[src/rtl/isa_pkg.sv]
// Shared definitions for the 16-bit ISA: opcodes, instruction field positions
// and the loader state encoding.
package isa_pkg;

   localparam logic [3:0] OP_ADD  = 4'h0;
   localparam logic [3:0] OP_SUB  = 4'h1;
   localparam logic [3:0] OP_AND  = 4'h2;
   localparam logic [3:0] OP_OR   = 4'h3;
   localparam logic [3:0] OP_XOR  = 4'h4;
   localparam logic [3:0] OP_SLL  = 4'h5;
   localparam logic [3:0] OP_SRL  = 4'h6;
   localparam logic [3:0] OP_SRA  = 4'h7;
   localparam logic [3:0] OP_LW   = 4'h8;
   localparam logic [3:0] OP_SW   = 4'h9;
   localparam logic [3:0] OP_LHB  = 4'hA;
   localparam logic [3:0] OP_LLB  = 4'hB;
   localparam logic [3:0] OP_B    = 4'hC;
   localparam logic [3:0] OP_CALL = 4'hD;
   localparam logic [3:0] OP_RET  = 4'hE;
   localparam logic [3:0] OP_HLT  = 4'hF;

   // Bit positions of the fields inside an encoded word.
   localparam int OP_LSB   = 12;
   localparam int RD_LSB   = 8;
   localparam int RS_LSB   = 4;
   localparam int RT_LSB   = 0;
   localparam int COND_LSB = 9;
   localparam int IMM_LSB  = 0;

   localparam logic [15:0] HALT_WORD = 16'hF000;

   typedef enum logic [1:0] {
      ST_IDLE = 2'd0,
      ST_RUN  = 2'd1,
      ST_STOP = 2'd2,
      ST_DONE = 2'd3
   } state_e;

endpackage

[src/rtl/instr_loader_if.sv]
// Field-bundle input stream and instruction-memory write port of the loader.
interface instr_loader_if #(
   parameter int ADDR_W = 16
) ();

   // Both channels are valid/ready: a transfer happens on a rising edge where
   // valid (in_valid / mem_we) and ready (in_ready / mem_ready) are both high;
   // the sender holds its payload stable while valid is high and ready is low.
   logic              in_valid;
   logic              in_ready;
   logic [3:0]        in_op;
   logic [3:0]        in_rd;
   logic [3:0]        in_rs;
   logic [3:0]        in_rt;
   logic [11:0]       in_imm;
   logic              mem_we;
   logic              mem_ready;
   logic [ADDR_W-1:0] mem_addr;
   logic [15:0]       mem_wdata;

   modport master (
      output in_valid, in_op, in_rd, in_rs, in_rt, in_imm, mem_ready,
      input  in_ready, mem_we, mem_addr, mem_wdata
   );

   modport slave (
      input  in_valid, in_op, in_rd, in_rs, in_rt, in_imm, mem_ready,
      output in_ready, mem_we, mem_addr, mem_wdata
   );

endinterface

[src/rtl/instr_encode.sv]
// Combinational packer: instruction fields in, 16-bit word plus range flag out.
// Range checking exists only when INSTR_LOADER_CHECK_EN is defined.
module instr_encode
   import isa_pkg::*;
(
   input  logic [3:0]  i_op,
   input  logic [3:0]  i_rd,
   input  logic [3:0]  i_rs,
   input  logic [3:0]  i_rt,
   input  logic [11:0] i_imm,
   output logic [15:0] o_word,
   output logic        o_range_err
);

   always_comb begin
      o_word              = '0;
      o_range_err         = 1'b0;
      o_word[OP_LSB +: 4] = i_op;
      case (i_op)
         OP_ADD, OP_SUB, OP_AND, OP_OR, OP_XOR, OP_SLL, OP_SRL, OP_SRA: begin
            o_word[RD_LSB +: 4] = i_rd;
            o_word[RS_LSB +: 4] = i_rs;
            o_word[RT_LSB +: 4] = i_rt;
         end
         // Memory ops put the data register in the rd slot and the offset in rt.
         OP_LW, OP_SW: begin
            o_word[RD_LSB +: 4] = i_rt;
            o_word[RS_LSB +: 4] = i_rs;
            o_word[RT_LSB +: 4] = i_imm[3:0];
`ifdef INSTR_LOADER_CHECK_EN
            o_range_err = |i_imm[11:4];
`endif
         end
         OP_LHB, OP_LLB: begin
            o_word[RD_LSB +: 4]  = i_rd;
            o_word[IMM_LSB +: 8] = i_imm[7:0];
`ifdef INSTR_LOADER_CHECK_EN
            o_range_err = |i_imm[11:8];
`endif
         end
         OP_B: begin
            o_word[COND_LSB +: 3] = i_rd[2:0];
            o_word[IMM_LSB +: 9]  = i_imm[8:0];
`ifdef INSTR_LOADER_CHECK_EN
            o_range_err = (i_imm[11:9] != {3{i_imm[8]}}) || i_rd[3];
`endif
         end
         OP_CALL: begin
            o_word[IMM_LSB +: 12] = i_imm;
         end
         OP_RET: begin
            o_word[RS_LSB +: 4] = i_rs;
         end
         OP_HLT: begin
            o_word = HALT_WORD;
         end
         default: begin
            o_word = '0;
         end
      endcase
   end

endmodule

[src/rtl/instr_loader.sv]
// Sequential instruction loader: encodes field bundles and writes them to
// consecutive memory addresses. Macro INSTR_LOADER_CHECK_EN enables range errors.
module instr_loader
   import isa_pkg::*;
#(
   parameter int ADDR_W    = 16,
   parameter int MAX_WORDS = 1024
) (
   input  logic              clk,
   input  logic              rst_n,
   input  logic              start,
   input  logic [ADDR_W-1:0] base_addr,
   instr_loader_if.slave     bus,
   output logic              busy,
   output logic              done,
   output logic              err,
   output logic              ovf,
   output logic [ADDR_W-1:0] word_cnt,
   output logic [1:0]        dbg_state
);

   localparam int CNT_W = $clog2(MAX_WORDS + 1);
   localparam logic [CNT_W-1:0] LAST_IDX = CNT_W'(MAX_WORDS - 1);

   state_e            r_state;
   logic              r_we;
   logic [15:0]       r_wdata;
   logic [ADDR_W-1:0] r_addr;
   logic [ADDR_W-1:0] r_word_cnt;
   logic [CNT_W-1:0]  r_acc_cnt;
   logic              r_ovf;

   logic [15:0] w_word;
   logic        w_range_err;
   logic        w_in_ready;
   logic        w_accept;
   logic        w_write;
   logic        w_wr_hs;
   logic        w_is_halt;
   logic        w_limit;
   logic        w_start_ok;

   instr_encode u_encode (
      .i_op        (bus.in_op),
      .i_rd        (bus.in_rd),
      .i_rs        (bus.in_rs),
      .i_rt        (bus.in_rt),
      .i_imm       (bus.in_imm),
      .o_word      (w_word),
      .o_range_err (w_range_err)
   );

   assign w_in_ready = (r_state == ST_RUN) && (!r_we || bus.mem_ready);
   assign w_accept   = bus.in_valid && w_in_ready;
   assign w_write    = w_accept && !w_range_err;
   assign w_wr_hs    = r_we && bus.mem_ready;
   assign w_is_halt  = (bus.in_op == OP_HLT);
   // A non-HALT word that fills the last slot still gets written, then we stop.
   assign w_limit    = w_write && !w_is_halt && (r_acc_cnt == LAST_IDX);
   assign w_start_ok = start && ((r_state == ST_IDLE) || (r_state == ST_DONE));

   always_ff @(posedge clk or negedge rst_n) begin
      if (!rst_n) begin
         r_state <= ST_IDLE;
         r_ovf   <= 1'b0;
      end else begin
         case (r_state)
            ST_IDLE, ST_DONE: begin
               if (w_start_ok) begin
                  r_state <= ST_RUN;
                  r_ovf   <= 1'b0;
               end
            end
            ST_RUN: begin
               if (w_write && w_is_halt) begin
                  r_state <= ST_STOP;
               end else if (w_limit) begin
                  r_state <= ST_STOP;
                  r_ovf   <= 1'b1;
               end
            end
            ST_STOP: begin
               if (!r_we || bus.mem_ready) begin
                  r_state <= ST_DONE;
               end
            end
            default: r_state <= ST_IDLE;
         endcase
      end
   end

   // r_addr always points at the word in (or next into) the output register.
   always_ff @(posedge clk or negedge rst_n) begin
      if (!rst_n) begin
         r_we       <= 1'b0;
         r_wdata    <= '0;
         r_addr     <= '0;
         r_word_cnt <= '0;
         r_acc_cnt  <= '0;
      end else begin
         if (w_start_ok) begin
            r_addr     <= base_addr;
            r_word_cnt <= '0;
            r_acc_cnt  <= '0;
         end else if (w_wr_hs) begin
            r_addr     <= r_addr + 1'b1;
            r_word_cnt <= r_word_cnt + 1'b1;
         end
         if (w_write) begin
            r_we      <= 1'b1;
            r_wdata   <= w_word;
            r_acc_cnt <= r_acc_cnt + 1'b1;
         end else if (w_wr_hs) begin
            r_we <= 1'b0;
         end
      end
   end

`ifdef INSTR_LOADER_CHECK_EN
   logic r_err;

   always_ff @(posedge clk or negedge rst_n) begin
      if (!rst_n) begin
         r_err <= 1'b0;
      end else if (w_start_ok) begin
         r_err <= 1'b0;
      end else if (w_accept && w_range_err) begin
         r_err <= 1'b1;
      end
   end

   assign err = r_err;
`else
   assign err = 1'b0;
`endif

   assign bus.in_ready  = w_in_ready;
   assign bus.mem_we    = r_we;
   assign bus.mem_addr  = r_addr;
   assign bus.mem_wdata = r_wdata;
   assign busy          = (r_state == ST_RUN) || (r_state == ST_STOP);
   assign done          = (r_state == ST_DONE);
   assign ovf           = r_ovf;
   assign word_cnt      = r_word_cnt;
   assign dbg_state     = r_state;

endmodule

[src/flat_wrapper.sv]
// flat-port wrapper written by rule: the top's interface ports become plain ports
module instr_loader_flat import isa_pkg::*;
#(
   parameter int ADDR_W    = 16,
   parameter int MAX_WORDS = 1024
)
  (clk, rst_n, start, base_addr, busy, done, err, ovf, word_cnt, dbg_state, bus_in_valid, bus_in_op, bus_in_rd, bus_in_rs, bus_in_rt, bus_in_imm, bus_mem_ready, bus_in_ready, bus_mem_we, bus_mem_addr, bus_mem_wdata);
  instr_loader_if #(.ADDR_W(ADDR_W)) bus_i ();
  input  logic clk;
  input  logic rst_n;
  input  logic start;
  input  logic [ADDR_W-1:0] base_addr;
  output logic busy;
  output logic done;
  output logic err;
  output logic ovf;
  output logic [ADDR_W-1:0] word_cnt;
  output logic [1:0] dbg_state;
  input wire logic [$bits(bus_i.in_valid)-1:0] bus_in_valid;
  input wire logic [$bits(bus_i.in_op)-1:0] bus_in_op;
  input wire logic [$bits(bus_i.in_rd)-1:0] bus_in_rd;
  input wire logic [$bits(bus_i.in_rs)-1:0] bus_in_rs;
  input wire logic [$bits(bus_i.in_rt)-1:0] bus_in_rt;
  input wire logic [$bits(bus_i.in_imm)-1:0] bus_in_imm;
  input wire logic [$bits(bus_i.mem_ready)-1:0] bus_mem_ready;
  output wire logic [$bits(bus_i.in_ready)-1:0] bus_in_ready;
  output wire logic [$bits(bus_i.mem_we)-1:0] bus_mem_we;
  output wire logic [$bits(bus_i.mem_addr)-1:0] bus_mem_addr;
  output wire logic [$bits(bus_i.mem_wdata)-1:0] bus_mem_wdata;
  assign bus_i.in_valid = bus_in_valid;
  assign bus_i.in_op = bus_in_op;
  assign bus_i.in_rd = bus_in_rd;
  assign bus_i.in_rs = bus_in_rs;
  assign bus_i.in_rt = bus_in_rt;
  assign bus_i.in_imm = bus_in_imm;
  assign bus_i.mem_ready = bus_mem_ready;
  assign bus_in_ready = bus_i.in_ready;
  assign bus_mem_we = bus_i.mem_we;
  assign bus_mem_addr = bus_i.mem_addr;
  assign bus_mem_wdata = bus_i.mem_wdata;
  instr_loader #(.ADDR_W(ADDR_W), .MAX_WORDS(MAX_WORDS)) u_core (.clk(clk), .rst_n(rst_n), .start(start), .base_addr(base_addr), .bus(bus_i), .busy(busy), .done(done), .err(err), .ovf(ovf), .word_cnt(word_cnt), .dbg_state(dbg_state));
endmodule
[config.mk]
export PLATFORM = sky130hd
export DESIGN_NAME = instr_loader_flat
export DESIGN_NICKNAME = d
export VERILOG_FILES = /design/src/rtl/isa_pkg.sv /design/src/rtl/instr_loader_if.sv /design/src/rtl/instr_encode.sv /design/src/rtl/instr_loader.sv /design/src/flat_wrapper.sv
export SDC_FILE = /design/constraint.sdc
export NUM_CORES = 1
export LEC_CHECK = 0
export ABC_CLOCK_PERIOD_IN_PS = 1900
export CORE_ASPECT_RATIO = 1.1
export CORE_MARGIN = 4
export CORE_UTILIZATION = 42
export CTS_CLUSTER_SIZE = 25
export DETAILED_ROUTE_END_ITERATION = 10
export PLACE_DENSITY = 0.72
export SLEW_MARGIN = 20
export SYNTH_ARGS = -nofsm -noshare
export SYNTH_HDL_FRONTEND = slang
export SYNTH_SLANG_ARGS = --single-unit
export TNS_END_PERCENT = 10
[constraint.sdc]
create_clock -name clk -period 1.9 [get_ports clk]
set_clock_uncertainty 0.1 [all_clocks]
set_input_delay 0.38 -clock clk [delete_from_list [all_inputs] [get_ports clk]]
set_output_delay 0.38 -clock clk [all_outputs]
set_load 0.1 [all_outputs]
==> key figures <==
Layout
  • Ratio of cells with drive above 1 in the final layout: approximately 30%
  • Fillers: 558
  • Final nets: between 500 and 600
  • ANT cells: 0
  • Sequential cell area: 1630 µm²
  • Multi-input logic area: 1750 µm²
  • Area grow syn2layout: 68.6%
  • Fin util: between 70% and 80%

Logic synthesis
  • Top FF cell, synth: dfrtp_1
  • Most common cell in the netlist: dfrtp_1
  • FFs w/ async S/R, synth: 100%
  • Gate Count Post-Synth: 375
  • Netlist cell types: 44
  • Post-synth EDFFs: 0
  • Synth top area share: 47.0%
  • Syn Nets: 430
  • Synth top area cells: dfrtp_1 47%, nand2_1 6.2%, o21ai_0 5.8%, xnor2_1 4.4%, nor2_1 3.7%
  • Commonest cells post-synth: 63 x dfrtp_1, 55 x nand2_1, 39 x o21ai_0
  • Synth warn: 0
  • Mapped cell area: 3350 µm²
  • Synthesis-stage register bit count: 63
  • Sequential area share after synthesis: 47.0%
  • Post-synth top area cell: dfrtp_1
  • Syn Area/Cell: around 9 µm²

Die
  • Die ar.: approximately 9500 µm²
  • Die X: 93.2 µm
  • Die Y: 102 µm
  • Starting Density: 44.2%
  • FP Rows: 33
  • Core ar.: 7600 µm²
  • Top Ports: 105

Worst setup path
  • Peak fanout along the critical path: 5
  • Kind of critical path: reg2out
  • Crit. End Element: output port
  • Launch point of the worst path: u_core.dbg_state[0]
  • Critical Path AT: 1.43 ns
  • Worst endpoint required time: roughly 1.4 ns
  • Crit path launch type: flip-flop
  • Reg2Reg Launch Point: u_core.dbg_state[0]

Drt
  • DR pass1 iterations: 4
  • Via count: 3258
  • 1st-iter DRT viols: 112
  • Routed WL: 9550 µm
  • Routed Antenna Nets: 0
  • WL per Instance: 15.5 µm
  • Via density: approximately 5.3
  • Residual DRC: 0

Power and ir drop
  • Switching share of power: 51.9%
  • Pwr dens: 1770 nW/µm²
  • VDD IR max: 1780 µV
  • Leakage: 2.29 nW
  • Comb pwr share: 62.8%
  • Sequential share of power: about a quarter
  • Switch Pwr: approximately 5.2 mW
  • P_int: 4.83 mW
  • Clk pwr share: 13.4%

Timing
  • Final WS setup: -0.00860 ns
  • Tmin final: roughly 1.9 ns
  • Final hold vios: 0
  • RSZ-0062 raised after global routing: yes
  • Setup TNS: -0.00860 ns
  • Pins Over Slew Limit: 0
  • Setup Viol. Count Final: 1
  • Fmax: 524 MHz
  • Max_slew headroom: 64.5%
  • Worst hold slack: 0.385 ns
  • Worst-Margin Slew: 0.526 ns
  • Post-route clock period utilization: 100%

Global routing
  • GR Overflow Total: 0
  • Pin count of the biggest net entering global routing: 64
  • First-pass GRT wire length: around 15000 µm
  • Overall Global Routing Usage: 20.7%
  • Initial antenna violation count: 0
  • Vias in the first global route: 3277

Placed design
  • GPL Wtd Cong: 0.794
  • PortBufs: 103
  • Dpl hpwl: 7250 µm

Run
  • MaxCap Viol Count: 0

CTS
  • Clock H-tree levels: 3
  • Clock Sinks: 63
  • CTS buffer count: 9
  • CTS clk-pin slew, worst paths: 0.08 ns
  • CTS tree: built
  • CTS Buffer Depth: 2
  • Skew-Pair Late Insertion Delay: approximately 0.34 ns
  • Root buffer cell: clkbuf_8

Hold path
  • Hold Path Origin: u_core.r_acc_cnt[10]
  • Hold Crit Class: reg2reg

Run status
  • Status: finished with violations
  • Failing checks: setup timing
power by group through the flow:
| stage | Clock [mW] | Combinational, mW | Sequential (mW) |
|---|---|---|---|
| floorplan | 0 | 1.26 | 4.81 |
| global placement | 0 | 6.15 | 2.39 |
| detailed placement | 0 | 6.22 | 2.41 |
| CTS | 1.37 | 6.30 | 2.39 |
| global route | 1.42 | 6.56 | 2.44 |
| finish | 1.35 | 6.31 | 2.39 |
worst max-delay path, stage by stage (launching register included):
cell	delay [ns]
dfrtp_4	0.49
inv_4	0.05
ha_4	0.28
clkinvlp_4	0.09
buf_12	0.17
state kept, by name, summed over array words and instances, names as in the netlist:
register and count:
u_core.bus.mem_addr 16, u_core.bus.mem_wdata 16, u_core.bus.mem_we 1, u_core.dbg_state 2
u_core.ovf 1, u_core.r_acc_cnt 11, u_core.word_cnt 16
cell usage in the layout, fill, tap and decap left out, drive strengths merged, types with 2 or more instances in the layout:
cell type	n
a31oi	7
clkdlybuf4s50	46
ha	6
buf	88
nor4	10
dfrtp	63
inv	14
mux2i	8
a221oi	4
nand2b	4
or3	6
a21oi	13
clkbuf	10
a22o	3
nand3	16
nor3	9
clkinvlp	3
a211oi	3
xor2	7
nor2b	7
and2	4
xnor2	17
nor2	33
a21boi	4
a31o	2
nand2	55
nand3b	2
nand4	11
bufinv	2
o21ai	40
metal layers:
| metal | share of wire [%] | GRT usage, % |
|---|---|---|
| met2 | 49 | 33.9 |
| met1 | 43 | 26.1 |
| met3 | 4.7 | 3.49 |
| met5 | 0 | 0 |
| met4 | 3.6 | 11.4 |
metrics by stage:
stage / instance area (µm²) / worst slack, ns / total power [mW] / cells
6_report: 5660 / -0.00860 / 10.0 / 617
5_1_grt: 5660 / -0.0539 / 10.4 / 617
2_1_floorplan: 3440 / -0.141 / 6.07 / 375
4_1_cts: 5620 / -0.0195 / 10.1 / 617
3_5_place_dp: 5330 / -0.333 / 8.63 / 597
3_3_place_gp: 5330 / -0.284 / 8.54 / 597
final timing paths:
check,end,slack [ns],cells after the start
min,u_core.r_acc_cnt[10],0.38,1
max in group asynchronous,u_core.word_cnt[5],0.90,3
min in group asynchronous,u_core.bus.mem_wdata[7],0.48,3
min reg2reg,u_core.r_acc_cnt[10],0.38,1
max reg2reg,u_core.dbg_state[0],0.04,7
max,busy,-0.009,4
cell type report:
class / instances / area share (%)
clock buffers: 10 / 2.43
clock inverters: 6 / 1.64
inverters: 14 / 1.04
multi-input cells: 283 / 30.9
flip-flops and latches: 63 / 28.8
well taps: 105 / 2.32
repair buffers: 136 / 32.8
cell families after synthesis:
kind of cell,synth area share [%]
compound gates,15.2
other cells,0.112
flops,47.0
mux,2.39
buf+inv,3.36
xor+xnor,6.27
fa+ha+maj,2.24
simple gates,23.5
timing repair:
action | in CTS | in global routing
hold buffers | 1 | 0
pin swaps | 1 | 2
gates resized for setup | 10 | 9
setup buffers | 3 | 0
setup endpoints to repair | 3 | 27
endpoints found under the hold margin | 63 | 0
Power figures use the tool's default switching activity.
